## src/rtl/dev_swio_resp_if.sv

```systemverilog
// ============================================================================
// dev_swio_resp_if
// ----------------------------------------------------------------------------
// Purpose : Z80-style I/O bus between a CPU-side requester and the switched-I/O
//           responder (dev_swio_resp).
//
// Signals :
//   req        requester -> device  single-cycle request strobe
//   iorq, m1   requester -> device  Z80 cycle qualifiers
//   rd, wr     requester -> device  read / write qualifiers
//   addr[7:0]  requester -> device  I/O address (low byte)
//   data_in    requester -> device  CPU write data
//   data_out   device -> requester  read data, held between reads
//   data_oe    device -> requester  device drives the read data
//   wait_n     device -> requester  low while a read is pending
//   data_valid device -> requester  one-cycle pulse, data_out valid
//
// Modports: master (CPU side), slave (device side).
// ============================================================================
interface dev_swio_resp_if;
    logic       req;
    logic       iorq;
    logic       m1;
    logic       rd;
    logic       wr;
    logic [7:0] addr;
    logic [7:0] data_in;
    logic [7:0] data_out;
    logic       data_oe;
    logic       wait_n;
    logic       data_valid;

    modport master (
        output req, iorq, m1, rd, wr, addr, data_in,
        input  data_out, data_oe, wait_n, data_valid
    );

    modport slave (
        input  req, iorq, m1, rd, wr, addr, data_in,
        output data_out, data_oe, wait_n, data_valid
    );
endinterface

```

## src/rtl/dev_swio_resp.sv

```systemverilog
// ============================================================================
// dev_swio_resp
// ----------------------------------------------------------------------------
// Purpose : Switched-I/O device responder for the 40h-4Fh port window
//           (1chipMSX style). Port 40h selects a device ID; the selected
//           device exposes its registers on 41h-4Fh.
//             ID_MAIN : 41h-47h scratch bytes, 48h write counter (read only),
//                       4Eh/4Fh write-only configuration latches (only while
//                       the IPL is loading, ldbios_n = 0).
//             ID_ALT  : 41h single R/W byte (optional feature).
//           Writes complete on the accepting edge. Reads go through a small
//           IDLE -> WAIT -> VALID sequencer that inserts RD_LATENCY wait
//           cycles before presenting data.
//
// Optional feature macro: SWIO_ALT_ID_EN
//   defined   : ID_ALT can be selected and its 41h register exists.
//   undefined : writing ID_ALT to 40h deselects (sel_id = FFh).
//
// Parameters:
//   ID_MAIN    primary device ID (default D4h)
//   ID_ALT     secondary device ID (default 08h, SWIO_ALT_ID_EN only)
//   RD_LATENCY wait cycles before read data is valid, 1..7
//
// Ports:
//   clk          clock, all state on rising edge
//   reset_n      asynchronous active-low reset
//   bus          dev_swio_resp_if.slave I/O bus
//   ldbios_n     low = IPL loading, 4Eh/4Fh unlocked
//   jis2_ena     configuration latch (4Eh)
//   portf4_mode  configuration latch (4Fh)
//   warm_logo    configuration latch (4Fh)
//   err_ovr      sticky: a read arrived while another was in progress
// ============================================================================
module dev_swio_resp #(
    parameter logic [7:0] ID_MAIN    = 8'hD4,
    parameter logic [7:0] ID_ALT     = 8'h08,
    parameter int         RD_LATENCY = 1
) (
    input  logic            clk,
    input  logic            reset_n,
    dev_swio_resp_if.slave  bus,
    input  logic            ldbios_n,
    output logic            jis2_ena,
    output logic            portf4_mode,
    output logic            warm_logo,
    output logic            err_ovr
);

`ifdef SWIO_ALT_ID_EN
    localparam bit ALT_EN = 1'b1;
`else
    localparam bit ALT_EN = 1'b0;
`endif

    // WAIT is held for RD_LATENCY cycles: counter runs RD_LATENCY-1 down to 0.
    localparam logic [2:0] LAT_M1 = 3'(RD_LATENCY - 1);

    typedef enum logic [1:0] {
        ST_IDLE  = 2'd0,
        ST_WAIT  = 2'd1,
        ST_VALID = 2'd2
    } rd_state_t;

    genvar gi;

    // ------------------------------------------------------------------
    // Decode
    // ------------------------------------------------------------------
    logic       hit;
    logic       wr_acc;
    logic       rd_acc;
    logic [3:0] port_lo;

    assign hit     = bus.req & bus.iorq & ~bus.m1 & (bus.addr[7:4] == 4'h4);
    assign port_lo = bus.addr[3:0];
    // When rd and wr are both asserted the write takes priority.
    assign wr_acc  = hit & bus.wr;
    assign rd_acc  = hit & bus.rd & ~bus.wr;

    logic [7:0] sel_id_reg;
    logic       main_sel;
    logic       alt_sel;
    logic       id_ok;
    logic       wr_main;
    logic       wr_scratch;

    assign main_sel   = (sel_id_reg == ID_MAIN);
    assign alt_sel    = ALT_EN && (sel_id_reg == ID_ALT);
    assign id_ok      = (bus.data_in == ID_MAIN) || (ALT_EN && (bus.data_in == ID_ALT));
    assign wr_main    = wr_acc & main_sel;
    assign wr_scratch = wr_main & (port_lo != 4'h0) & (port_lo <= 4'h7);

    // ------------------------------------------------------------------
    // Device select register (port 40h)
    // ------------------------------------------------------------------
    always_ff @(posedge clk or negedge reset_n) begin
        if (!reset_n) begin
            sel_id_reg <= 8'hFF;
        end else if (wr_acc && port_lo == 4'h0) begin
            // Unknown IDs deselect every device.
            sel_id_reg <= id_ok ? bus.data_in : 8'hFF;
        end
    end

    // ------------------------------------------------------------------
    // ID_MAIN scratch bytes, ports 41h-47h (indexed by port low nibble)
    // ------------------------------------------------------------------
    logic [7:0] scratch_q [1:7];

    generate
        for (gi = 1; gi <= 7; gi++) begin : g_scratch
            logic [7:0] byte_reg;
            always_ff @(posedge clk or negedge reset_n) begin
                if (!reset_n) begin
                    byte_reg <= 8'h00;
                end else if (wr_main && port_lo == 4'(gi)) begin
                    byte_reg <= bus.data_in;
                end
            end
            assign scratch_q[gi] = byte_reg;
        end
    endgenerate

    // Count of accepted scratch writes, port 48h; free-running 8-bit wrap.
    logic [7:0] wcount_reg;

    always_ff @(posedge clk or negedge reset_n) begin
        if (!reset_n) begin
            wcount_reg <= 8'h00;
        end else if (wr_scratch) begin
            wcount_reg <= wcount_reg + 8'd1;
        end
    end

    // ------------------------------------------------------------------
    // Configuration latches, ports 4Eh/4Fh (inverted bit 7, IPL only)
    // ------------------------------------------------------------------
    logic cfg_wr_en;
    logic jis2_ena_reg;
    logic portf4_mode_reg;
    logic warm_logo_reg;

    assign cfg_wr_en = wr_main & ~ldbios_n;

    always_ff @(posedge clk or negedge reset_n) begin
        if (!reset_n) begin
            jis2_ena_reg    <= 1'b0;
            portf4_mode_reg <= 1'b0;
            warm_logo_reg   <= 1'b0;
        end else if (cfg_wr_en) begin
            if (port_lo == 4'hE) begin
                jis2_ena_reg <= ~bus.data_in[7];
            end
            if (port_lo == 4'hF) begin
                portf4_mode_reg <= ~bus.data_in[7];
                warm_logo_reg   <= ~bus.data_in[7];
            end
        end
    end

    assign jis2_ena    = jis2_ena_reg;
    assign portf4_mode = portf4_mode_reg;
    assign warm_logo   = warm_logo_reg;

    // ------------------------------------------------------------------
    // ID_ALT register, port 41h
    // ------------------------------------------------------------------
    logic [7:0] alt_data;

`ifdef SWIO_ALT_ID_EN
    logic [7:0] alt_reg;

    always_ff @(posedge clk or negedge reset_n) begin
        if (!reset_n) begin
            alt_reg <= 8'h00;
        end else if (wr_acc && alt_sel && port_lo == 4'h1) begin
            alt_reg <= bus.data_in;
        end
    end

    assign alt_data = alt_reg;
`else
    // No storage; alt_sel is constant 0 so this value is never returned.
    assign alt_data = 8'hFF;
`endif

    // ------------------------------------------------------------------
    // Read multiplexer: value a read would return right now
    // ------------------------------------------------------------------
    logic [7:0] rd_mux_data;
    logic       rd_mux_oe;

    always_comb begin
        rd_mux_data = 8'hFF;
        rd_mux_oe   = 1'b0;
        if (port_lo == 4'h0) begin
            if (sel_id_reg != 8'hFF) begin
                rd_mux_data = ~sel_id_reg;
                rd_mux_oe   = 1'b1;
            end
        end else if (main_sel) begin
            if (port_lo <= 4'h7) begin
                rd_mux_oe = 1'b1;
                for (int i = 1; i <= 7; i++) begin
                    if (port_lo == 4'(i)) begin
                        rd_mux_data = scratch_q[i];
                    end
                end
            end else if (port_lo == 4'h8) begin
                rd_mux_data = wcount_reg;
                rd_mux_oe   = 1'b1;
            end else if (port_lo >= 4'hE) begin
                // Write-only latches answer with FFh but still drive the bus.
                rd_mux_oe = 1'b1;
            end
        end else if (alt_sel && port_lo == 4'h1) begin
            rd_mux_data = alt_data;
            rd_mux_oe   = 1'b1;
        end
    end

    // ------------------------------------------------------------------
    // Read sequencer
    // ------------------------------------------------------------------
    rd_state_t  state_reg, state_next;
    logic [2:0] cnt_reg, cnt_next;
    logic       cap_load;
    logic       out_load;
    logic       ovr_hit;

    always_ff @(posedge clk or negedge reset_n) begin
        if (!reset_n) begin
            state_reg <= ST_IDLE;
            cnt_reg   <= 3'd0;
        end else begin
            state_reg <= state_next;
            cnt_reg   <= cnt_next;
        end
    end

    always_comb begin
        state_next = state_reg;
        cnt_next   = cnt_reg;
        cap_load   = 1'b0;
        out_load   = 1'b0;
        ovr_hit    = 1'b0;
        case (state_reg)
            ST_IDLE: begin
                if (rd_acc) begin
                    state_next = ST_WAIT;
                    cnt_next   = LAT_M1;
                    cap_load   = 1'b1;
                end
            end
            ST_WAIT: begin
                ovr_hit = rd_acc;
                if (cnt_reg == 3'd0) begin
                    state_next = ST_VALID;
                    // Present data on entry so it is valid with data_valid.
                    out_load   = 1'b1;
                end else begin
                    cnt_next = cnt_reg - 3'd1;
                end
            end
            ST_VALID: begin
                ovr_hit    = rd_acc;
                state_next = ST_IDLE;
            end
            default: begin
                state_next = ST_IDLE;
            end
        endcase
    end

    // Data is snapshotted at the accept edge so writes issued while the
    // read is waiting cannot change what the CPU sees.
    logic [7:0] cap_data_reg;
    logic       cap_oe_reg;
    logic [7:0] dout_reg;
    logic       doe_reg;
    logic       err_ovr_reg;

    always_ff @(posedge clk or negedge reset_n) begin
        if (!reset_n) begin
            cap_data_reg <= 8'hFF;
            cap_oe_reg   <= 1'b0;
            dout_reg     <= 8'hFF;
            doe_reg      <= 1'b0;
            err_ovr_reg  <= 1'b0;
        end else begin
            if (cap_load) begin
                cap_data_reg <= rd_mux_data;
                cap_oe_reg   <= rd_mux_oe;
            end
            if (out_load) begin
                dout_reg <= cap_data_reg;
                doe_reg  <= cap_oe_reg;
            end
            if (ovr_hit) begin
                err_ovr_reg <= 1'b1;
            end
        end
    end

    assign bus.data_out   = dout_reg;
    assign bus.data_oe    = doe_reg;
    assign bus.wait_n     = (state_reg != ST_WAIT);
    assign bus.data_valid = (state_reg == ST_VALID);
    assign err_ovr        = err_ovr_reg;

endmodule
```

## src/flat_wrapper.sv

```systemverilog
// flat-port wrapper written by rule: the top's interface ports become plain ports
module dev_swio_resp_flat 
#(
    parameter logic [7:0] ID_MAIN    = 8'hD4,
    parameter logic [7:0] ID_ALT     = 8'h08,
    parameter int         RD_LATENCY = 1
)
  (clk, reset_n, ldbios_n, jis2_ena, portf4_mode, warm_logo, err_ovr, bus_req, bus_iorq, bus_m1, bus_rd, bus_wr, bus_addr, bus_data_in, bus_data_out, bus_data_oe, bus_wait_n, bus_data_valid);
  dev_swio_resp_if bus_i ();
  input  logic clk;
  input  logic reset_n;
  input  logic ldbios_n;
  output logic jis2_ena;
  output logic portf4_mode;
  output logic warm_logo;
  output logic err_ovr;
  input wire logic [$bits(bus_i.req)-1:0] bus_req;
  input wire logic [$bits(bus_i.iorq)-1:0] bus_iorq;
  input wire logic [$bits(bus_i.m1)-1:0] bus_m1;
  input wire logic [$bits(bus_i.rd)-1:0] bus_rd;
  input wire logic [$bits(bus_i.wr)-1:0] bus_wr;
  input wire logic [$bits(bus_i.addr)-1:0] bus_addr;
  input wire logic [$bits(bus_i.data_in)-1:0] bus_data_in;
  output wire logic [$bits(bus_i.data_out)-1:0] bus_data_out;
  output wire logic [$bits(bus_i.data_oe)-1:0] bus_data_oe;
  output wire logic [$bits(bus_i.wait_n)-1:0] bus_wait_n;
  output wire logic [$bits(bus_i.data_valid)-1:0] bus_data_valid;
  assign bus_i.req = bus_req;
  assign bus_i.iorq = bus_iorq;
  assign bus_i.m1 = bus_m1;
  assign bus_i.rd = bus_rd;
  assign bus_i.wr = bus_wr;
  assign bus_i.addr = bus_addr;
  assign bus_i.data_in = bus_data_in;
  assign bus_data_out = bus_i.data_out;
  assign bus_data_oe = bus_i.data_oe;
  assign bus_wait_n = bus_i.wait_n;
  assign bus_data_valid = bus_i.data_valid;
  dev_swio_resp #(.ID_MAIN(ID_MAIN), .ID_ALT(ID_ALT), .RD_LATENCY(RD_LATENCY)) u_core (.clk(clk), .reset_n(reset_n), .bus(bus_i), .ldbios_n(ldbios_n), .jis2_ena(jis2_ena), .portf4_mode(portf4_mode), .warm_logo(warm_logo), .err_ovr(err_ovr));
endmodule
```

## config.mk

```make
export PLATFORM = sky130hd
export DESIGN_NAME = dev_swio_resp_flat
export DESIGN_NICKNAME = d
export VERILOG_FILES = /design/src/rtl/dev_swio_resp_if.sv /design/src/rtl/dev_swio_resp.sv /design/src/flat_wrapper.sv
export SDC_FILE = /design/constraint.sdc
export NUM_CORES = 1
export LEC_CHECK = 0
export BUFFER_PORTS_ARGS = -buffer_cell sky130_fd_sc_hd__buf_2
export CORE_MARGIN = 1.5
export CORE_UTILIZATION = 45
export DETAILED_ROUTE_END_ITERATION = 10
export GPL_TIMING_DRIVEN = 0
export PLACE_DENSITY = 0.73
export SLEW_MARGIN = 20
export SYNTH_ARGS = -nofsm -noshare
export SYNTH_HDL_FRONTEND = slang
export SYNTH_SLANG_ARGS = --single-unit
```

## constraint.sdc

```tcl
create_clock -name clk -period 4.6 [get_ports clk]
set_input_delay 0.46 -clock clk [delete_from_list [all_inputs] [get_ports clk]]
set_output_delay 0.46 -clock clk [all_outputs]
set_load 0.05 [all_outputs]
```

# ---- Word-level counts from Yosys, hierarchy flattened
# Cells that the tools add are included.
dict set report word_totals {
  rom_bits 0
  in_bits 24
  word_cells 105
  ram_bits 0
  output_inout_bits 15
  latch_bits 0
  mem_count 0
  regBits 98
}
dict set report classes {
  n_mul 0
  div_mod_pow 0
  bitwise 15
  muxes 30
  reduce_logical 18
  n_shift 0
  add_sub_neg 2
  eq_ne 20
  n_lt_le_gt_ge 2
}
# cell count
set ops {}
lappend ops {{$mux 8} 13}
lappend ops {{$eq 4x3->1 const B} 5}
lappend ops {{$eq 8x8->1 const B} 2}
lappend ops {{$eq 4x4->1 const B} 3}
lappend ops {{$mux 1} 11}
lappend ops {{$and 1x1->1} 10}
lappend ops {{$add 8x1->8 const B} 1}
lappend ops {{$eq 4x2->1 const B} 2}
lappend ops {{$logic_and 1x1->1} 8}
lappend ops {{$ne 8x8->1 const B} 1}
lappend ops {{$not 8->8} 1}
lappend ops {{$mux 3} 2}
lappend ops {{$ne 2x1->1 const B} 3}
lappend ops {{$pmux 3 s2} 1}
lappend ops {{$reduce_and 2->1} 3}
lappend ops {{$eq 4x1->1 const B} 1}
lappend ops {{$ge 4x4->1 const B} 1}
lappend ops {{$le 4x3->1 const B} 1}
lappend ops {{$logic_not 4->1} 1}
lappend ops {{$mux 2} 2}
lappend ops {{$not 1->1} 4}
lappend ops {{$pmux 2 s2} 1}
lappend ops {{$reduce_bool 4->1} 1}
lappend ops {{$logic_not 3->1} 1}
lappend ops {{other kinds (8)} 8}

# ---- Longest topological paths before layout
# Gate-level depths: netlist of the first run.
dict set report depth {
  depth_word 11
  depth_mapped 7
  mapped_depth_nobuf 6
}

# ---- Worst setup path after synthesis of the first run
# No wires, ideal clock.
dict set report synth_timing {
  path_type {reg2reg}
  start {register u_core.sel_id_reg[7]}
  end {register u_core.g_scratch[7].byte_reg[0]}
  synth_period_minus_slack_ns 2.074
  path_buffers 3
  stages_incl_launch_ff 8
  required_time_ns 4.475
  slack_ns 2.526
  setup_time_ns 0.125
  arrival_ns 1.949
  path_cell_list {dfstp_2 and4_1 clkbuf_1 and4_1 buf_6 and4_1 buf_6 mux2_2}
}
dict set report synth_via {
  elab_chain_cells 3
}
# element line
set synth_lines {}
lappend synth_lines {{start, declared} dev_swio_resp.sv:80} ;# logic [7:0] sel_id_reg;
lappend synth_lines {{start signal, assigned} dev_swio_resp.sv:101} ;# sel_id_reg <= id_ok ? bus.data_in : 8'hFF;
lappend synth_lines {{$eq 8x8->1} dev_swio_resp.sv:87} ;# assign main_sel = (sel_id_reg == ID_MAIN);
lappend synth_lines {{$and 1x1->1} dev_swio_resp.sv:90} ;# assign wr_main = wr_acc & main_sel;
lappend synth_lines {{$logic_and 1x1->1} dev_swio_resp.sv:116} ;# end else if (wr_main && port_lo == 4'(gi)) begin
lappend synth_lines {{end signal, assigned} dev_swio_resp.sv:117} ;# byte_reg <= bus.data_in;
lappend synth_lines {{end, declared} dev_swio_resp.sv:112} ;# logic [7:0] byte_reg;
# Every way passes these cells.
# A chain may end at the register's enable or synchronous reset.

# ---- Final worst setup path of the first run
dict set report layout_timing {
  start {register u_core.sel_id_reg[7]}
  end {register u_core.g_scratch[7].byte_reg[5]}
}
# Same word-level chain as after synthesis.

==> results of run 1 <==
critical path: stages, from the launching register on:
cell      delay (ns)
dfstp_2         0.57
and4_1          0.19
clkbuf_1        0.33
and4_1          0.31
buf_6           0.17
and4_1          0.21
buf_6           0.15
mux2_2          0.34
layout make-up:
class,instances,area [sq um]
multi-input cells,278,2390
well taps,140,175
clock inverters,6,72.6
flip-flops and latches,98,2480
fillers,925,5230
clock buffers,10,128
inverters,18,67.6
plain buffers,20,116
repair buffers,38,224
metal layers:
metal  up-vias  wire length [microns]  track usage
met3        22                    552       0.0395
met1      1830                   5010        0.263
met4         0                    285       0.0846
met2       106                   5450        0.329
li1       1670                      -            -
met5         -                      0            0
report_power, final:
part / switching [mW] / leakage, nW / internal, mW
Combinational: 0.136 / 1.21 / 0.0660
Sequential: 0.00917 / 1.27 / 0.885
Clock: 0.311 / 0.0979 / 0.259
Total: 0.456 / 2.57 / 1.21
cell usage after synthesis (8+ instances only):
| cell | instances |
|---|---|
| nand2_1 | 9 |
| mux2i_1 | 10 |
| dfrtp_1 | 74 |
| nand2b_1 | 8 |
| o22ai_1 | 8 |
| o211ai_1 | 11 |
| inv_1 | 18 |
| dfstp_2 | 24 |
| a21oi_1 | 11 |
| nor2_1 | 13 |
| mux2_2 | 74 |
| nand3_1 | 9 |
| a221oi_1 | 8 |
| clkbuf_1 | 8 |
kinds of logic after synthesis:
family,after synthesis
muxes,84
DFF,98
xor gates and xnor gates,7
adders and majority gates,6
and+or+nand+nor,94
AOI/OAI and AO/OA,87
buffers and inverters,38
final timing paths:
path	from	end	slack, ns	cells after the start
min in group asynchronous	reset_n	u_core.cnt_reg[0]	0.55	2
setup reg to reg	u_core.sel_id_reg[7]	u_core.g_scratch[7].byte_reg[5]	2.22	7
hold reg to reg	u_core.err_ovr	u_core.err_ovr	0.48	1
hold / removal	bus_data_in[1]	u_core.g_scratch[3].byte_reg[1]	0.44	2
max in group asynchronous	reset_n	u_core.sel_id_reg[1]	3.37	3
setup / recovery	u_core.sel_id_reg[7]	u_core.g_scratch[7].byte_reg[5]	2.22	7
metrics by stage:
stage	power [mW]	util	instance area, sq um
final	1.67	0.519	5650
after global placement	1.10	0.496	5400
after floorplan	1.04	-	5050
after detailed placement	1.11	0.499	5440
after CTS	1.68	0.519	5650
after global routing	1.74	0.519	5650
==> metrics.yaml, run 1 <==
synthesis:
  synth-warning-count: 0
  synth.distinct_cells: 62
  synth_adder_area_share: 0.0149
  synth_top_area_cell: "dfrtp_1"
  netlist_area_sq_um: 5050
  ys.flop_type: "dfrtp_1"
  synth-edff-count: 0
  muxShareOfSynthArea: 0.185
  synth_top_family_by_area: "multiplexers"
  synth_top_area_share: 0.367
  synthCells: 414
  synth_seq_area_share: 0.492
  synthXorXnorAreaFrac: 0.0121
  syn-num-nets: 444
  synth-simple-area-share: 0.132
  synth_compound_area_frac: 0.128
  ys_seq_elements: 98
  synth_area_leaders: "dfrtp_1 (37%), mux2_2 (17%), dfstp_2 (12%)"
  synth_area_per_cell_sq_um: 12.2
  synth-async-reset-ratio: 1.00
route:
  wl_per_cell_microns: 18.6
  routed_wirelength_microns: 11300
  firstDrtPassIters: 5
  vias: 3628
  drtAntennaViolNets: 0
  drc: 0
  drt_iter0_drc: 202
  vias_per_cell: 5.97
timing:
  layout_setup_ws_ns: 2.22
  rsz0062_at_grt: "false"
  setup_tns_ns: 0
  max_freq_ghz: 0.421
  timing.slew.headroom: 0.568
  holdWs_ns: 0.441
  final_hold_viol_count: 0
  post-route-min-period_ns: 2.38
  min_period_over_period: 0.516
  report.final.slew_viol_count: 0
  setup_viol: 0
  clock-skew-final_ns: 0.00934
  worst_slew_pin_slew_ns: 0.643
status:
  status: "finished, final reports clean"
global_routing:
  grt_pass1_vias: 3699
  grt_usage: 0.202
  grt_pass1_wl_microns: 18400
  antenna_found_initial: 0
  grt_max_degree: 62
  grt_overflow_total: 0
cts:
  clockBufferDepth: 2
  cts_hold_buf: 1
  clock_latency_ns: 0.36
  cts_buffers: 9
  htreeDepth: 3
  post_cts_resized: 0
  cts_root_buffer: "clkbuf_8"
  clk_pin_slew_ns: 0.10
  cts_tree: "built"
  postCtsSetupBuffers: 0
  cts.sinks: 98
worst_setup_path:
  worstPathRequired_ns: 4.85
  critPathKind: "reg2reg"
  critPathCaptureType: "register"
  path_max_fanout: 9
  crit_path_start_kind: "register"
  worstPathArrival_ns: 2.62
power:
  power_leakage_nw: 2.57
  peakVddDrop_uv: 206
  pwr_density_cell_nw_per_um2: 295
finish:
  largest_reg_flops: 56
  fin_cells: 608
  final_layout_size_suffix_gt1_frac: 0.382
  area_growth_pct: 12.0
  nets: 493
  final_cell_mix: "mux2_2 (74), dfrtp_1 (74), buf_2 (40)"
  insertedDiodeCount: 0
floorplan:
  coreArea_sq_um: 10900
  die_area_sq_um: 11900
  start_util: 0.464
  rows: 38
  ios: 39
  die_y_microns: 109
  die_x_microns: 109
placed_design:
  port_buffers: 36
  place_congestion: 0.851
  hpwl_microns: 8110
  place_ws_ns: 2.20
  dp_cells: 591
run:
  drv_cap: 0
worst_hold_path:
  hold_class: "in2reg"
Power figures use the tool's default switching activity.
==> run 2, diff against run 1 <==
--- a/config.mk
+++ b/config.mk
@@ -10,7 +10,7 @@
 export CORE_UTILIZATION = 45
 export DETAILED_ROUTE_END_ITERATION = 10
 export GPL_TIMING_DRIVEN = 0
-export PLACE_DENSITY = 0.73
+export PLACE_DENSITY = 0.75
 export SLEW_MARGIN = 20
 export SYNTH_ARGS = -nofsm -noshare
 export SYNTH_HDL_FRONTEND = slang
==> constraint.sdc (replaced) <==
create_clock -name clk -period 2 [get_ports clk]
set_input_delay 0.2 -clock clk [delete_from_list [all_inputs] [get_ports clk]]
set_output_delay 0.2 -clock clk [all_outputs]
set_load 0.05 [all_outputs]
==> run 2 against run 1 <==
  * Critical path depth shrank 2
  * Combinational power up 140%
  * Setup slack got worse by 2.2 ns
  * Sequential power increased by 130%
  * Design area increased by 1.5%
  * Worst hold slack worse by 0.27 ns
==> metrics.yaml, run 2 (same netlist as run 1, synthesis figures left out) <==
worst_hold_path:
  holdPathEnd: "u_core.jis2_ena"  # was u_core.g_scratch[3].byte_reg[1]
  worstHoldPathCells: 4  # was 2
  hold_path.startpoint: "ldbios_n"  # was bus_data_in[1]
  hold_class: "in2reg"  # unchanged
route:
  drtAntennaViolNets: 0  # unchanged
  vias: 3693  # was 3628
  drc: 0  # unchanged
  routed_wirelength_microns: 11500  # was 11300 microns
  wl_per_cell_microns: 18.6  # about the same
  firstDrtPassIters: 4  # was 5
  drt_iter0_drc: 324  # was 202
  vias_per_cell: 5.98  # was 5.97
worst_setup_path:
  worstPathArrival_ns: 2.20  # was 2.62 ns
  r2r_start: "u_core.sel_id_reg[7]"  # unchanged
  worstPathRequired_ns: 2.24  # was 4.85 ns
  critPathKind: "reg2reg"  # unchanged
  r2r_slack_ns: 0.05  # was 2.22 ns
  crit_path_start_kind: "register"  # unchanged
  rr_worst_depth: 5  # was 7
  critPathCaptureType: "register"  # unchanged
  path_max_fanout: 8  # was 9
  reg2reg_to: "u_core.g_scratch[6].byte_reg[2]"  # was u_core.g_scratch[7].byte_reg[5]
power:
  power_leakage_nw: 2.65  # was 2.57 nW
  pwr-share-comb: 0.130  # was 0.121
  peakVddDrop_uv: 520  # was 206 uV
  p_sw_uw: 973  # was 456 uW
  pwr_density_cell_nw_per_um2: 643  # was 295 nW/um^2
  pwr-share-seq: 0.558  # was 0.537
  power_frac_clock: 0.313  # was 0.342
  p_int_mw: 2.72  # was 1.21 mW
  swShare: 0.264  # was 0.274
floorplan:
  die_area_sq_um: 11900  # unchanged
  ios: 39  # unchanged
  start_util: 0.464  # unchanged
  rows: 38  # unchanged
  die_x_microns: 109  # unchanged
  coreArea_sq_um: 10900  # unchanged
  die_y_microns: 109  # unchanged
placed_design:
  hpwl_microns: 8130  # was 8110 microns
  place_congestion: 0.851  # about the same
  place_ws_ns: -0.212  # was 2.20 ns
  port_buffers: 36  # unchanged
timing:
  rsz0062_at_grt: "true"  # was false
  min_period_over_period: 0.976  # was 0.516
  timing.slew.headroom: 0.231  # was 0.568
  post-route-min-period_ns: 1.95  # was 2.38 ns
  layout_setup_ws_ns: 0.0476  # was 2.22 ns
  final_hold_viol_count: 0  # unchanged
  clock-skew-final_ns: 0.0118  # was 0.00934 ns
  setup_viol: 0  # unchanged
  max_freq_ghz: 0.512  # was 0.421 GHz
  worst_slew_pin_slew_ns: 1.14  # was 0.643 ns
  report.final.slew_viol_count: 0  # unchanged
  holdWs_ns: 0.173  # was 0.441 ns
cts:
  cts.sinks: 98  # unchanged
  cts_buffers: 9  # unchanged
  clock_latency_ns: 0.36  # about the same
  cts_root_buffer: "clkbuf_8"  # unchanged
  cts_tree: "built"  # unchanged
  clk_pin_slew_ns: 0.09  # was 0.10 ns
  htreeDepth: 3  # unchanged
  clockBufferDepth: 2  # unchanged
finish:
  final_cell_mix: "dfrtp_1 (74), mux2_2 (73), buf_2 (40)"  # was mux2_2 (74), dfrtp_1 (74), buf_2 (40)
  area_growth_pct: 13.7  # was 12.0%
  insertedDiodeCount: 0  # unchanged
  nets: 503  # was 493
  mostFrequentLayoutCell: "dfrtp_1"
  largest_reg_flops: 56  # unchanged
  final_layout_size_suffix_gt1_frac: 0.402  # was 0.382
status:
  status: "finished, final reports clean"  # unchanged
run:
  drv_cap: 0  # unchanged
global_routing:
  grt_pass1_wl_microns: 19000  # was 18400 microns
  grt_overflow_total: 0  # unchanged
  grt_usage: 0.210  # was 0.202
  grt_pass1_vias: 3717  # was 3699
  antenna_found_initial: 0  # unchanged
  grt_max_degree: 55  # was 62
## run 2: changes by cell type in the layout (fill, tap and decap cells not counted), sizes merged
cell | before | now
clkinv | 1 | 0
bufinv | 1 | 0
inv | 21 | 18
clkinvlp | 1 | 0
clkbuf | 18 | 22
buf | 49 | 61
## run 2: layout make-up
| class | instances | area (sq um) |
|---|---|---|
| Sequential cell | 98 | 2480 |
| Timing Repair Buffer | 51 | 325 |
| Multi-Input combinational cell | 278 | 2420 |
| Clock buffer | 16 | 170 |
| Tap cell | 140 | 175 |
| Inverter | 18 | 67.6 |
| Fill cell | 953 | 5150 |
| Buffer | 17 | 97.6 |
## run 2: how the worst max path moves through the flow
stage | start | end | slack, ns | depth (start not counted)
3_3_place_gp | reset_n | u_core.g_scratch[2].byte_reg[6] | -0.19 | 1
5_1_grt | u_core.state_reg[0] | u_core.cap_data_reg[2] | -0.002 | 6
3_5_place_dp | u_core.sel_id_reg[0] | u_core.g_scratch[7].byte_reg[4] | -0.21 | 6
2_1_floorplan | u_core.sel_id_reg[7] | u_core.g_scratch[7].byte_reg[0] | 0.02 | 7
6_report | u_core.sel_id_reg[7] | u_core.g_scratch[6].byte_reg[2] | 0.05 | 5
4_1_cts | u_core.sel_id_reg[6] | u_core.g_scratch[7].byte_reg[1] | -0.02 | 6
## run 2: repair_timing
item                                    4_1_cts  5_1_grt
resized for setup                             3        9
endpoints found under the hold margin        27        0
pin swaps                                     3        2
endpoints found under the setup margin       58       56
hold buffers                                  1        0
buffers inserted                              9        4
## run 2: power by group through the flow
stage	clock, mW	combinational (mW)	sequential, mW
final	1.15	0.478	2.06
after global routing	1.28	0.523	2.06
after CTS	1.18	0.473	2.06
after detailed placement	0	0.463	2.10
after global placement	0	0.444	2.09
after floorplan	0	0.277	2.11
## run 2: through the flow
stage               cells  TNS (ns)  area, sq um  total power [mW]  utilization
floorplan             414         0         5050              2.38            -
global placement      590    -19.65         5410              2.54        0.496
detailed placement    591     -8.00         5440              2.56        0.500
CTS                   616   -0.0705         5690              3.72        0.522
global route          618  -0.00215         5740              3.87        0.527
finish                618         0         5740              3.69        0.527
## run 2: critical path, cell delays in order (launching register included)
cell and delay [ns]:
dfstp_2 0.55, and4_4 0.23, and4_4 0.31, buf_4 0.14, nand3_2 0.23, mux2_2 0.37
## run 2: metal layers
layer  up-vias  GRT usage  wire, microns
li1       1690          -              -
met1      1845      0.273           4900
met2       127      0.338           5600
met3        31     0.0490            628
met4         0     0.0874            354
met5         -          0              0
